[config.mk]
export PLATFORM = sky130hd
export DESIGN_NAME = out_port_fifo
export DESIGN_NICKNAME = d
export VERILOG_FILES = /design/src/rtl/out_port_fifo.sv
export SDC_FILE = /design/constraint.sdc
export NUM_CORES = 1
export LEC_CHECK = 0
export ABC_CLOCK_PERIOD_IN_PS = 3100
export CORE_UTILIZATION = 55
export DETAILED_ROUTE_END_ITERATION = 12
export GPL_ROUTABILITY_DRIVEN = 0
export GPL_TIMING_DRIVEN = 0
export PLACE_DENSITY = 0.71
export SETUP_SLACK_MARGIN = 0.15
export SKIP_LAST_GASP = 1
export SLEW_MARGIN = 20
export SYNTH_ARGS = -nofsm -noshare
export SYNTH_HDL_FRONTEND = slang
export SYNTH_SLANG_ARGS = --single-unit
[constraint.sdc]
create_clock -name clock -period 3.1 [get_ports clock]
set_input_delay 0.93 -clock clock [delete_from_list [all_inputs] [get_ports clock]]
set_output_delay 0.93 -clock clock [all_outputs]
set_load 0.02 [all_outputs]
[src/rtl/out_port_fifo.sv]
// rtl/out_port_fifo.sv - first-word-fall-through output-port buffer with stall request and sticky overflow
module out_port_fifo #(
  parameter int DATA_W = 16,
  parameter int DEPTH  = 8,
  parameter int SKID   = 2
) (
  input  logic                       clock,
  input  logic                       reset_n,
  input  logic                       stalledx3,
  input  logic                       dataoutvx3,
  input  logic [DATA_W-1:0]          dataoutx3,
  output logic [DATA_W-1:0]          port_data,
  output logic                       port_valid,
  input  logic                       port_ready,
  output logic                       out_stall,
  output logic                       overflow,
  output logic [$clog2(DEPTH+1)-1:0] count
);

  localparam int AW = $clog2(DEPTH);
  localparam int CW = $clog2(DEPTH+1);

  logic [DATA_W-1:0] mem [DEPTH];
  logic [AW-1:0]     wptr;
  logic [AW-1:0]     rptr;
  logic [AW-1:0]     rptr_nxt;
  logic [CW-1:0]     cnt;
  logic [DATA_W-1:0] head;
  logic              ovf;
  logic              push;
  logic              pop;
  logic              accept;

  // Pop is only possible when a word is presented; a push is taken while
  // there is room, or when full if the head leaves in the same cycle.
  assign push     = dataoutvx3 & ~stalledx3;
  assign pop      = port_valid & port_ready;
  assign accept   = push & ((cnt < CW'(DEPTH)) | pop);
  assign rptr_nxt = rptr + 1'b1;

  // All outputs come straight from registers, so no input reaches an output
  assign port_valid = (cnt != '0);
  assign port_data  = head;
  assign out_stall  = (cnt >= CW'(DEPTH - SKID));
  assign overflow   = ovf;
  assign count      = cnt;

  // Storage array; contents need no reset because pointers and count define validity
  always_ff @(posedge clock) begin
    if (accept) begin
      mem[wptr] <= dataoutx3;
    end
  end

  // Pointers, occupancy and the sticky drop flag
  always_ff @(posedge clock or negedge reset_n) begin
    if (!reset_n) begin
      wptr <= '0;
      rptr <= '0;
      cnt  <= '0;
      ovf  <= 1'b0;
    end else begin
      if (accept) begin
        wptr <= wptr + 1'b1;
      end
      if (pop) begin
        rptr <= rptr_nxt;
      end
      case ({accept, pop})
        2'b10:   cnt <= cnt + 1'b1;
        2'b01:   cnt <= cnt - 1'b1;
        default: cnt <= cnt;
      endcase
      if (push && !accept) begin
        ovf <= 1'b1;
      end
    end
  end

  // Head register: loads the next word on pop or on a push into an empty
  // buffer, and otherwise keeps the last word, so it holds the last popped
  // word while empty.
  always_ff @(posedge clock or negedge reset_n) begin
    if (!reset_n) begin
      head <= '0;
    end else if (accept && cnt == '0) begin
      head <= dataoutx3;
    end else if (pop && cnt > CW'(1)) begin
      head <= mem[rptr_nxt];
    end else if (pop && accept) begin
      head <= dataoutx3;
    end
  end

endmodule

### Word-level counts from Yosys, hierarchy flattened

Memories as Yosys holds them, arrays and structs flattened.
Cells that the tools add are included.

| cells by class | value |
|---|---|
| add/subtract/negate cells | 4 |
| magnitude comparators | 3 |
| equal/unequal tests | 2 |
| mux-type cells | 6 |
| bitwise logic cells | 5 |
| reduce and logical (&&, ||, !) cells | 9 |

Operators with widths:

| kind | count |
|---|---|
| 16-bit 2-to-1 mux | 3 |
| 4-bit one-hot mux with 2 select lines | 1 |
| 3-bit by 1-bit adder with 3-bit output, second input constant | 2 |
| 4-bit by 1-bit adder with 4-bit output, second input constant | 1 |
| 4-bit by 3-bit greater-or-equal comparator with 1-bit output, second input constant | 1 |
| 4-bit by 1-bit > comparator with 1-bit output, second input constant | 1 |
| 1-bit logical AND | 4 |
| 4-bit logical NOT | 1 |
| 4-bit less-than comparator, second input constant | 1 |
| 4-bit nonzero test | 1 |
| 4-bit by 1-bit subtractor with 4-bit output, second input constant | 1 |
| 1-bit bitwise AND | 3 |
| 3-bit nonzero test | 1 |
| 2-bit by 1-bit == test with 1-bit output, second input constant | 1 |
| 2-bit == test, second input constant | 1 |
| 1-bit 2-to-1 mux | 2 |
| 2-bit nonzero test | 1 |
| 1-bit logical NOT | 1 |
| 1-bit NOT | 1 |
| 1-bit bitwise OR | 1 |

| word-level totals | value |
|---|---|
| flip-flop bits (word level) | 27 |
| memory bits (writable) | 128 |
| input port bits | 21 |
| output and inout port bits | 23 |
| logic and storage cells | 35 |
| memories | 1 |

Memories:

| memory | words | bits a word | rd ports | clocked after memory_dff | write ports | RTL line | RTL |
|---|---|---|---|---|---|---|---|
| mem | 8 | 16 | 1 | 0 | 1 | 23 | `logic [DATA_W-1:0] mem [DEPTH];` |

### Longest topological paths before layout

Gate-level depths: netlist of run 1.

| depth | value |
|---|---|
| depth after elaboration | 8 |
| depth in mapped cells | 9 |
| gate-level depth less buffers | 8 |

### Worst setup path after synthesis of run 1

No wires, ideal clock.

| timing path | value |
|---|---|
| kind | input-to-reg |
| start | in dataoutvx3 |
| end | mem mem[0][0] (enable) |
| library setup time | 0.430 ns |
| arrival | 3.033 ns |
| path slack | -0.363 ns |
| stages | 3 |
| path buffers | 0 |
| path through | nor2b_1 -> nand2_1 -> nor4_1 |

| on the way | value |
|---|---|
| cells in the longest elaborated chain, start to end | 4 |

RTL lines:

| element | RTL line | RTL |
|---|---|---|
| start: declaration | 10 | `input logic dataoutvx3,` |
| 1-bit bitwise AND | 36 | `assign push = dataoutvx3 & ~stalledx3;` |
| 1-bit bitwise AND | 38 | `assign accept = push & ((cnt < CW'(DEPTH)) \| pop);` |
| 1-bit 2-to-1 mux | 50 | `if (accept) begin` |
| 1-bit 2-to-1 mux (implied by the code) | 51 | `mem[wptr] <= dataoutx3;` |
| end: declaration | 23 |  |

Every way passes these cells.

### Final worst setup path of run 1

| timing path | value |
|---|---|
| start | in dataoutvx3 |
| end | mem mem[7][2] (enable) |

| on the way | value |
|---|---|
| cells in the longest elaborated chain, start to end | 4 |

RTL lines:

| element | RTL line | RTL |
|---|---|---|
| 1-bit bitwise AND | 36 |  |
| 1-bit bitwise AND | 38 |  |
| via accept | 32 | `logic accept;` |
| 1-bit 2-to-1 mux | 50 |  |
| 1-bit 2-to-1 mux (implied by the code) | 51 |  |

The timed path passes the listed nets, and every way through them passes these cells.

==> results.yml, run 1 <==
power:
  p_leak_uw: 0.00301
  irDropWorstVdd_v: 0.000656
  p_per_area_mw_per_mm2: 1070
sta:
  fin_worst_skew_ns: 0.00709
  grt_setup_unrepaired: "yes"
  period_needed_ns: 2.85
  period_share: 0.918
  fin_tns_setup_ns: 0
  timing.fmax_mhz: 351
  setup_slack_ns: 0.255
  hold_violations: 0
  finalSetupViolations: 0
  worst_slew_pin_slew_ns: 0.723
  slew_viol_final: 0
  worst_slew_margin_rel: 0.518
placement:
  dpl-instance-area_mm2: 0.00720
  numPortBuffers: 43
  place_ws_ns: -0.445
  dp_hpwl_um: 9060
  dp.cells: 611
clocking:
  cts_tree: "built"
  cts_sinks: 155
  cts_made_buffers: 17
  cts-root-buf: "clkbuf_16"
  path_clk_slew_ns: 0.06
  clk_latency_ns: 0.42
  cts_hold_buf: 0
  clock_path_buffers: 2
  htreeDepth: 4
die:
  num_rows: 39
  die_h_um: 110
  ios: 44
  initial_core_util: 0.563
  core-area_mm2: 0.0114
  dieArea_mm2: 0.0121
  die_w_um: 110
detailed_routing:
  wl_per_cell_um: 22.3
  drt_first_pass_iters: 5
  avgViaCountPerCell: 6.02
  drt_iter0_drc: 301
  num_vias: 3897
  routed_wl_um: 14400
  ant_nets: 0
  drcViolationCount: 0
setup_path:
  cp_num_cells: 7
  cp_top_family: "simple AND/OR/NAND/NOR gates"
  crit_required_ns: 3.23
  max_stage_delay_ns: 0.45
  critPathCaptureType: "flop"
  path_cells: "clkdlybuf4s50_1, nor2b_1, nand2_2, inv_2, nand2_1, nor2_4, buf_8"
  path_buf_inv: 3
  crit_path_start_kind: "input port"
  startpoint: "dataoutvx3"
  endpoint: "mem[7][2]"
  timing.rr.start: "count[0]"
  crit_type: "input port to flop"
  r2r_setup_slack_ns: 0.68
  slowest_stage: "clkdlybuf4s50_1"
  crit_fanout: 9
  critPathArrivalTime_ns: 2.97
  reg2reg_depth: 9
  r2r-end: "port_data[2]"
yosys:
  yosysSeqAreaShare: 0.703
  syn_area_mm2: 0.00643
  async_flop_share: 0.174
  synthesis.instances: 414
  synth-seq-cells: 155
  synth_nets: 443
  synth_edf_count: 128
  ys_warn_count: 0
  synth_area_per_cell_um2: 15.5
  synth_flop_cell: "edfxtp_1"
  synth_top_area_share: 0.598
  synth_top_area_cell: "edfxtp_1"
  synth_area_leaders: "edfxtp_1 (60%), mux2i_1 (15%), dfrtp_1 (11%)"
  synth_cell_types: 29
final_layout:
  drive_gt1_frac: 0.137
  fin_util: 0.687
  antenna_cells: 0
  final_area_mm2: 0.00785
  final-instance-count-excl-fill: 647
  fillerInstances: 774
  area_delta_synth_final_pct: 22.1
  nets: 520
global_routing:
  track_usage: 0.254
  grt_pass1_vias: 3828
  grt_max_degree: 28
  grt.overflow.total: 0
  antenna_found_initial: 0
  grt_pass1_wl_um: 21500
job:
  max-cap-violations: 0
worst_hold_path:
  hp-class: "flop to flop"
  hold_start: "overflow"
run_status:
  status: "complete, no violations"
[synth_stat cells (3+ instances only)]
library cell / n
clkbuf_1: 12
buf_2: 8
nor2_1: 7
xor2_1: 3
nand2b_1: 3
nor3_1: 4
nand2_1: 10
ha_1: 8
dfrtp_1: 27
inv_1: 5
nand4_1: 16
xnor2_1: 7
edfxtp_1: 128
nand3_1: 65
mux2i_1: 97
[worst min path at each step]
stage / depth (start not counted) / end
2_1_floorplan: 1 / rptr[1]
3_3_place_gp: 1 / overflow
3_5_place_dp: 1 / overflow
4_1_cts: 1 / overflow
5_1_grt: 1 / overflow
6_report: 1 / overflow
[placed cells by master (no fill, tap or decap), types with 8 or more instances in the layout]
cell | netlist | routed
buf_2 | 8 | 9
clkbuf_1 | 12 | 14
clkbuf_16 | 0 | 17
clkdlybuf4s50_1 | 0 | 41
dfrtp_1 | 27 | 27
edfxtp_1 | 128 | 128
ha_1 | 8 | 8
mux2i_1 | 97 | 97
nand2_1 | 10 | 9
nand3_1 | 65 | 65
nand4_1 | 16 | 16
[stage by stage]
stage / hold slack, ns / total power [µW]
after CTS: 0.474 / 8400
after global routing: 0.501 / 8820
after floorplan: 0.485 / 5130
after global placement: 0.451 / 6230
after detailed placement: 0.461 / 6350
final: 0.474 / 8390
[cells by family after synthesis]
| logic type | after synthesis | synth area share |
|---|---|---|
| xor+xnor | 10 | 0.0136 |
| fa+ha+maj | 8 | 0.0156 |
| mux | 98 | 0.153 |
| buf+inv | 28 | 0.0191 |
| simple gates | 109 | 0.0874 |
| flops | 155 | 0.703 |
| compound gates | 6 | 0.00856 |
[per-layer routing]
metal | part of all wire | up-vias | GRT usage
met5 | 0 | - | 0
met4 | 0.016 | 0 | 0.0865
met3 | 0.073 | 22 | 0.0705
met2 | 0.51 | 172 | 0.423
met1 | 0.40 | 1962 | 0.323
li1 | - | 1741 | -
[cell type report]
class                   instances  area [µm²]  area share
plain buffers                  22         100      0.0128
clock buffers                  21         460      0.0587
inverters                       6        22.5     0.00287
repair buffers                 58         587      0.0748
multi-input cells             231        1860       0.237
clock inverters                11         120      0.0153
well taps                     143         179      0.0228
flip-flops and latches        155        4520       0.576
[worst register-to-register path: stages, from the launching register on]
cell and delay (ns):
dfrtp_1 0.46, inv_1 0.14, ha_1 0.19, nor3b_4 0.28
nor2_1 0.17, ha_1 0.27, a31oi_4 0.22, buf_6 0.23
mux2i_1 0.24, mux2i_1 0.10
[where the power goes]
| part | leakage [µW] | total, µW | switching, µW | internal [µW] |
|---|---|---|---|---|
| Clock | 0.000267 | 2020 | 800 | 1220 |
| Sequential | 0.00147 | 2780 | 215 | 2560 |
| Combinational | 0.00128 | 3590 | 2150 | 1440 |
| Total | 0.00301 | 8390 | 3170 | 5220 |
[flip-flops by register name, indices dropped and copies added (netlist names)]
| register | count |
|---|---|
| overflow | 1 |
| wptr | 3 |
| mem | 128 |
| rptr | 3 |
| count | 4 |
| port_data | 16 |
[timing repair]
action                     CTS  global route
pin swaps                    1             1
gates resized for setup      5             1
buffers inserted             1             3
setup endpoints to repair   44            23
Note: power is estimated with default switching activity, not from simulation.
==> inputs of run 2 (changes only) <==
--- a/config.mk
+++ b/config.mk
@@ -6,6 +6,7 @@
 export NUM_CORES = 1
 export LEC_CHECK = 0
 export ABC_CLOCK_PERIOD_IN_PS = 3100
+export CAP_MARGIN = 20
 export CORE_UTILIZATION = 55
 export DETAILED_ROUTE_END_ITERATION = 12
 export GPL_ROUTABILITY_DRIVEN = 0
==> run 2 against run 1 <==
Compared with the run above: clock-buffer cell count up 1; clock power about the same; non-clock buffer count down 2; sequential cell count unchanged; critical endpoint is now mem[5][2]; critical path type unchanged; largest cell class unchanged; die area unchanged.
==> results.yml, run 2 (same netlist as run 1, synthesis figures left out) <==
die:
  ios: 44
  die_w_um: 110
  dieArea_mm2: 0.0121
  initial_core_util: 0.563
  num_rows: 39
  core-area_mm2: 0.0114
  die_h_um: 110
final_layout:
  area_delta_synth_final_pct: 21.7
  nets: 518
  top_register: "mem"
  final_common_cell: "edfxtp_1"
  multi_input_area_mm2: 0.00186
  largest_reg_flops: 128
  antenna_cells: 0
  seqCellArea_mm2: 0.00452
  drive_gt1_frac: 0.131
  fillerInstances: 780
  final_cell_mix: "edfxtp_1 (128), mux2i_1 (97), nand3_1 (65)"
sta:
  period_needed_ns: 2.91
  finalSetupViolations: 0
  fin_worst_skew_ns: 0.00842
  worst_slew_margin_rel: 0.509
  setup_slack_ns: 0.193
  fin_tns_setup_ns: 0
  worst_slew_pin_slew_ns: 0.736
  timing.fmax_mhz: 344
  slew_viol_final: 0
  grt_setup_unrepaired: "yes"
  hold_violations: 0
  period_share: 0.938
detailed_routing:
  wl_per_cell_um: 22.2
  drcViolationCount: 0
  drt_first_pass_iters: 5
  drt_iter0_drc: 293
  routed_wl_um: 14300
  ant_nets: 0
  avgViaCountPerCell: 6.03
  num_vias: 3890
global_routing:
  grt.overflow.total: 0
  grt_pass1_vias: 3776
  track_usage: 0.253
  grt_pass1_wl_um: 21300
  antenna_found_initial: 0
  grt_max_degree: 28
run_status:
  status: "complete, no violations"
setup_path:
  crit_type: "input port to flop"
  reg2reg_depth: 9
  crit_required_ns: 3.22
  crit_fanout: 9
  crit_path_start_kind: "input port"
  critPathCaptureType: "flop"
  critPathArrivalTime_ns: 3.03
power:
  p_per_area_mw_per_mm2: 1070
  p_leak_uw: 0.00300
  irDropWorstVdd_v: 0.000672
clocking:
  clk_latency_ns: 0.42
  cts_hold_buf: 0
  htreeDepth: 4
  cts_made_buffers: 17
  cts-root-buf: "clkbuf_16"
  path_clk_slew_ns: 0.06
  clock_path_buffers: 2
  cts_sinks: 155
  cts_tree: "built"
worst_hold_path:
  hold_depth: 1
  hp-class: "flop to flop"
job:
  max-cap-violations: 0
placement:
  numPortBuffers: 43
  place_ws_ns: -0.443
  dp_hpwl_um: 9090
[run 2: layout make-up]
class	count	share of cell area
plain buffers	22	0.0128
clock buffers	22	0.0594
clock inverters	10	0.0150
inverters	6	0.00288
multi-input cells	231	0.238
flip-flops and latches	155	0.578
well taps	143	0.0229
repair buffers	56	0.0715
[run 2: stage by stage]
stage          cells  hold slack (ns)  cell area [µm²]   util  power, µW
4_1_cts          644            0.474             7800  0.683       8400
3_3_place_gp     600            0.451             7050  0.617       6230
3_5_place_dp     611            0.461             7200  0.631       6370
5_1_grt          645            0.500             7820  0.685       8800
6_report         645            0.479             7820  0.685       8370
2_1_floorplan    414            0.485             6440      -       5130
[run 2: what timing repair did]
| action | CTS | global route |
|---|---|---|
| gates resized for setup | 4 | 2 |
| setup endpoints to repair | 44 | 38 |
| buffers inserted | 1 | 1 |
| pin swaps | 0 | 1 |
| hold endpoints to repair | 0 | 0 |
[run 2: worst paths after layout]
path / startpoint / to / slack [ns]
max reg2reg: count[0] / port_data[9] / 0.71
min in group asynchronous: reset_n / port_data[12] / 0.57
min reg2reg: overflow / overflow / 0.48
min: overflow / overflow / 0.48
max: dataoutvx3 / mem[5][2] / 0.19
max in group asynchronous: reset_n / overflow / 2.05
[run 2: power by group]
group / switching (µW) / internal (µW) / total, µW
Sequential: 214 / 2560 / 2780
Combinational: 2150 / 1430 / 3580
Clock: 795 / 1230 / 2020
[run 2: metal layers]
layer	up-vias	track usage	routed length (µm)
met4	0	0.0930	316
met2	168	0.413	7170
met5	-	0	0
met1	1952	0.323	5750
met3	28	0.0729	1100
li1	1742	-	-
[run 2: critical path, cell delays in order]
cell	delay, ns
clkdlybuf4s50_1	0.44
nor2b_1	0.35
nand2_2	0.26
inv_2	0.14
nand2_1	0.25
nor2_4	0.43
buf_8	0.21
==> patch 1, RTL diff (config.mk and constraints of run 2) <==
Make the reset (`reset_n`) synchronous in 2 clocked blocks.
--- a/src/rtl/out_port_fifo.sv
+++ b/src/rtl/out_port_fifo.sv
@@ -55,3 +55,3 @@
   // Pointers, occupancy and the sticky drop flag
-  always_ff @(posedge clock or negedge reset_n) begin
+  always_ff @(posedge clock) begin
     if (!reset_n) begin
@@ -82,3 +82,3 @@
   // word while empty.
-  always_ff @(posedge clock or negedge reset_n) begin
+  always_ff @(posedge clock) begin
     if (!reset_n) begin
Formal check against the unedited RTL: differs if reset_n is asserted again (counterexample within 4 cycles, from zero or initial values and one cycle with reset_n low); with reset_n held inactive, the same outputs for 10 cycles.
==> patch 1 against run 2 <==
Sequential cell count stayed put; global-route usage fell by 0.36 points; worst hold slack worse by 6.4 ps; worst setup slack better by 36 ps; critical path depth shrank 3; total power decreased by 25%; die area about the same; design area decreased by 0.27%; sequential share of layout area decreased by 1.6 points; wire length shrank 4.5%; count of clock-buffer cells in the layout is the same; area after synthesis barely moved; combinational power decreased by 47%; largest cell class unchanged; largest power group is now sequential cells; highest routed layer unchanged.
==> patch 1: results (changes against run 2) <==
metric	value	unit	change
arrival	1940	ps	-1090 ps
dpl_worst_slack	-636	ps	-192 ps
viasPerCell	5.76		-4.5%
cts.path.max_buffers	2		unchanged
use_met2	39.6	%	-1.7 points
synth_cell_type_count	37		+28%
grt_usage	24.9	%	-0.36 points
numCtsBuffers	17		unchanged
ys.flop_type	edfxtp_1		
grt_antenna_before_repair	0		unchanged
place_hpwl	8.80	mm	-3.2%
first_iter_violations	327		+12%
postSynth.asyncResetShare	0	%	-17 points
ctsHtreeMaxLevel	4		unchanged
grt_pass1_vias	3836		+1.6%
largest-register	mem		
worst_slew_margin_rel	42.6	%	-8.3 points
clkSlewWorstSetupHoldPaths	60	ps	about the same
synth_common_cells	128 x edfxtp_1, 51 x nand3_1, 49 x mux2i_1		
use_met3	4.35	%	-2.9 points
diodes	0		unchanged
synthTopCellsByArea	edfxtp_1 60%, dfxtp_1 8.4%, mux2i_1 7.6%, mux2_2 5.6%, nand3_1 4.0%		
dp.cells	604		-1.1%
dpl_cell_area	7180	um^2	-0.35%
cpLargestDelayFamily	simple AND/OR/NAND/NOR gates		
drive_above_1_share	23.3	%	+10 points
hold_class	reg2reg		
grt_first_pass_wirelength	20.9	mm	-2.0%
first_pass_iters	4		-1
root_buffer	clkbuf_16		
yosysWarnings	0		unchanged
final_nets	512		-1.2%
cp_slowest_stage_delay	440	ps	about the same
use_met1	33.2	%	+0.87 points
n_fill_cell	814		+4.4%
p_leak	2.62	nW	-13%
port-buffer-count	43		unchanged
largest_reg_flops	128		unchanged
syn-num-nets	437		-1.4%
postRouteWirelength	13.7	mm	-4.5%
clk_latency	420	ps	about the same
routedWlPerCell	21.4	um	-3.8%
ir_worst_vdd	531	uV	-21%
ys_seq_area_share	68.3	%	-2.0 points
worst-path-max-fanout	7		-2
fin_worst_skew	7.66	ps	-0.754 ps
worst_path_max_delay_cell	or3b_1		
setup_viol	0		unchanged
synth_edf_count	128		unchanged
syn_avg_cell_area	15.7	um^2	+1.1%
grt_max_degree	17		-39%
status	complete, no violations		
-- patch 1: cell types whose count changed in the layout (fill, tap and decap cells not counted), sizes merged, moves of 3 or more --
cell      delta
mux2i       -48
o22ai       +32
mux2        +31
dfrtp       -27
dfxtp       +27
nand4       -16
nand3       -14
and2         +7
clkinv       +4
clkinvlp     -4
a21boi       +3
clkbuf       -3
-- patch 1: report_power, final --
| part | total [W] | switching (W) | internal, W |
|---|---|---|---|
| clock | 0.00195 | 0.000759 | 0.00119 |
| combinational | 0.00188 | 0.00102 | 0.000858 |
| sequential | 0.00249 | 0.0000963 | 0.00240 |
| total | 0.00632 | 0.00187 | 0.00445 |
-- patch 1: worst reg2reg max path, cell delays in order, from the launching register on --
cell and delay (ps):
dfxtp_1 390, inv_1 90, ha_1 250, or3b_1 440, nand2_1 160, inv_1 90
ha_1 240, a41oi_4 220, buf_6 230, mux2i_1 260, o22ai_2 110
-- patch 1: path summary, 6_finish.rpt --
| check | start | end | slack, ps | depth (start not counted) |
|---|---|---|---|---|
| setup / recovery | count[0] | port_valid | 230 | 4 |
| hold / removal | rptr[1] | rptr[1] | 470 | 2 |
| setup reg to reg | count[0] | port_data[14] | 470 | 10 |
| hold reg to reg | rptr[1] | rptr[1] | 470 | 2 |
-- patch 1: timing repair --
| action | in CTS | in global routing |
|---|---|---|
| gates cloned | 0 | 0 |
| endpoints found under the setup margin | 81 | 34 |
| gates resized for setup | 3 | 2 |
| pin swaps | 3 | 0 |
| hold buffers | 0 | 0 |
| buffers inserted | 4 | 0 |
-- patch 1: stage by stage --
step	power (W)	hold slack [ps]
after floorplan	0.00378	447
after global placement	0.00436	448
after detailed placement	0.00441	466
after CTS	0.00635	476
after global routing	0.00658	494
final	0.00632	472
-- patch 1: cell type report --
type / count / area [um^2] / share of cell area (%)
Buffer: 22 / 116 / 1.49
Clock buffer: 22 / 454 / 5.82
Clock inverter: 10 / 100 / 1.28
Inverter: 4 / 15.0 / 0.192
Multi-Input combinational cell: 228 / 1980 / 25.4
Sequential cell: 155 / 4380 / 56.2
Tap cell: 143 / 179 / 2.29
Timing Repair Buffer: 56 / 571 / 7.31
-- patch 1: metal layers --
metal  wire length, um  share of wire, %
met3               672               4.9
met4               252               1.8
met2              6670                49
met1              6090                44
met5                 0                 0
-- patch 1: logic make-up (layout without fill, tap and decap cells) --
kind of cell | count (synthesis) | after routing | synth area share (%)
buffers and inverters | 26 | 114 | 2.05
xor gates and xnor gates | 9 | 9 | 1.46
muxes | 81 | 81 | 13.2
adders and majority gates | 7 | 7 | 1.36
and+or+nand+nor | 88 | 88 | 7.13
AOI/OAI and AO/OA | 43 | 43 | 6.49
DFF | 155 | 155 | 68.3
==> patch 2, RTL diff (flow settings as in run 2) <==
Made on the original files. Set the parameter `DEPTH` to 32 (it was 8).
--- a/src/rtl/out_port_fifo.sv
+++ b/src/rtl/out_port_fifo.sv
@@ -3,3 +3,3 @@
   parameter int DATA_W = 16,
-  parameter int DEPTH  = 8,
+  parameter int DEPTH  = 32,
   parameter int SKID   = 2
Interface: changed (resized count); port bits go from 44 to 46. No check against the original RTL was run, so the function may have changed too.
==> patch 2 against run 2 <==
Design area grew to 3.2 times the old value; non-clock buffer count is 74 higher; total power increased to 3.0 times the old value; combinational power grew to 2.9 times the old value; worst setup slack got worse by 27 ps; sequential cell count rose by 390; first-iteration DRC count grew to 4.7 times the old value; area after synthesis grew to 3.4 times the old value; largest cell class unchanged; critical endpoint is now port_data[6]; wire length grew to 3.5 times the old value; via count rose to 3.0 times the old value.
==> patch 2: results (changes against run 2) <==
metric	value	unit	change
worst_path_max_delay_cell	or4_1		
fin_worst_skew	22.9	ps	+14.5 ps
first_iter_violations	1373		+370%
use_met1	38.0	%	+5.7 points
regToRegSetupSlack	170	ps	-540 ps
via_count	11900		+200%
final_nets	1420		+170%
arrival	3460	ps	+430 ps
ctsHtreeMaxLevel	2		-2
routedWlPerCell	25.7	um	+16%
cts.path.max_buffers	3		+1
ys_seq_area_share	75.2	%	+4.9 points
cp_slowest_stage_delay	590	ps	+150 ps
synthTopCellsByArea	edfxtp_1 71%, mux4_2 9.2%, dfrtp_1 3.8%, nand2_1 2.9%, nand3_1 2.0%		
final_cells	1950		+200%
dp.cells	1845		+200%
synth_edf_count	512		+300%
hold_class	in2async		
reg2reg_to	port_data[6]		
p_leak	8.18	nW	+170%
postSynthCellCount	1251		+200%
synth_common_cells	512 x edfxtp_1, 165 x nand2_1, 91 x nor2_1		
place_hpwl	32.1	mm	+250%
grt_antenna_before_repair	5		+5
largest_reg_flops	512		+300%
r2r_start	rptr[1]		
drive_above_1_share	23.5	%	+10 points
status	complete, no violations		
numCtsBuffers	55		+38
worst_pin_slew	840	ps	+104 ps
grt_usage	26.1	%	+0.83 points
synth_cell_type_count	49		+69%
grt_first_pass_wirelength	73.9	mm	+250%
port-buffer-count	45		+4.7%
holdWs	175	ps	-303 ps
grt_max_degree	34		+21%
clk_latency	600	ps	+180 ps
use_met3	5.16	%	-2.1 points
worst-path-max-fanout	10		+1
crit_start	rptr[1]		
ir_worst_vdd	703	uV	+4.7%
use_met2	39.9	%	-1.4 points
n_fill_cell	2614		+240%
postSynth.asyncResetShare	6.06	%	-11 points
p_int	0.0162	W	+210%
patch 2: power by group through the flow:
stage	clock network, W	registers, W	logic (W)
final	0.00616	0.00872	0.0104
after global routing	0.00651	0.00875	0.0111
after CTS	0.00624	0.00871	0.0103
after detailed placement	0	0.00885	0.00998
after global placement	0	0.00884	0.00976
after floorplan	0	0.00896	0.00656
patch 2: cell type report:
| class | count | share of cell area, % |
|---|---|---|
| Timing Repair Buffer | 80 | 3.48 |
| Tap cell | 518 | 2.58 |
| Sequential cell | 545 | 64.6 |
| Clock buffer | 80 | 6.11 |
| Clock inverter | 20 | 0.484 |
| Inverter | 6 | 0.0898 |
| Antenna cell | 1 | 0.00997 |
| Multi-Input combinational cell | 628 | 21.0 |
| Buffer | 72 | 1.67 |
patch 2: worst reg2reg max path, cell delays in order (launching register included):
cell and delay [ps]:
dfrtp_1 430, ha_1 210, buf_6 160, xnor2_4 340, clkbuf_1 420, nand2_1 150
a32oi_1 300, a31oi_1 160, or4_1 590, nand3_1 110
patch 2: cell families after synthesis:
| family | share of synthesized area (%) |
|---|---|
| DFF | 75.2 |
| adders and majority gates | 0.639 |
| and+or+nand+nor | 8.03 |
| muxes | 10.6 |
| buffers and inverters | 1.73 |
| xor gates and xnor gates | 0.773 |
| AOI/OAI and AO/OA | 3.01 |
patch 2: what timing repair did:
| item | 4_1_cts | 5_1_grt |
|---|---|---|
| setup buffers | 2 | 2 |
| gates resized for setup | 56 | 28 |
| hold buffers | 0 | 0 |
| endpoints found under the setup margin | 500 | 67 |
| pin swaps | 3 | 1 |
patch 2: layer usage:
metal  vias to the layer above  part of all wire, %
met4                        10                  2.9
met1                      6029                   41
li1                       5161                    -
met2                       565                   47
met3                        98                  9.1
met5                         -                 0.12
patch 2: worst max path at each step:
stage	to	slack (ps)	cells after the start
3_5_place_dp	mem[18][9]	-830	6
4_1_cts	port_data[6]	130	9
3_3_place_gp	mem[24][13]	-1410	6
2_1_floorplan	count[5]	160	10
5_1_grt	port_valid	130	4
6_report	port_data[6]	170	9
patch 2: stage by stage:
step                TNS [ps]  cell area, um^2  worst slack, ps
finish                     0            25100              166
global route               0            25100              134
CTS                        0            25000              131
detailed placement   -326270            23100             -835
global placement     -639450            22600            -1410
floorplan                  0            21500              157
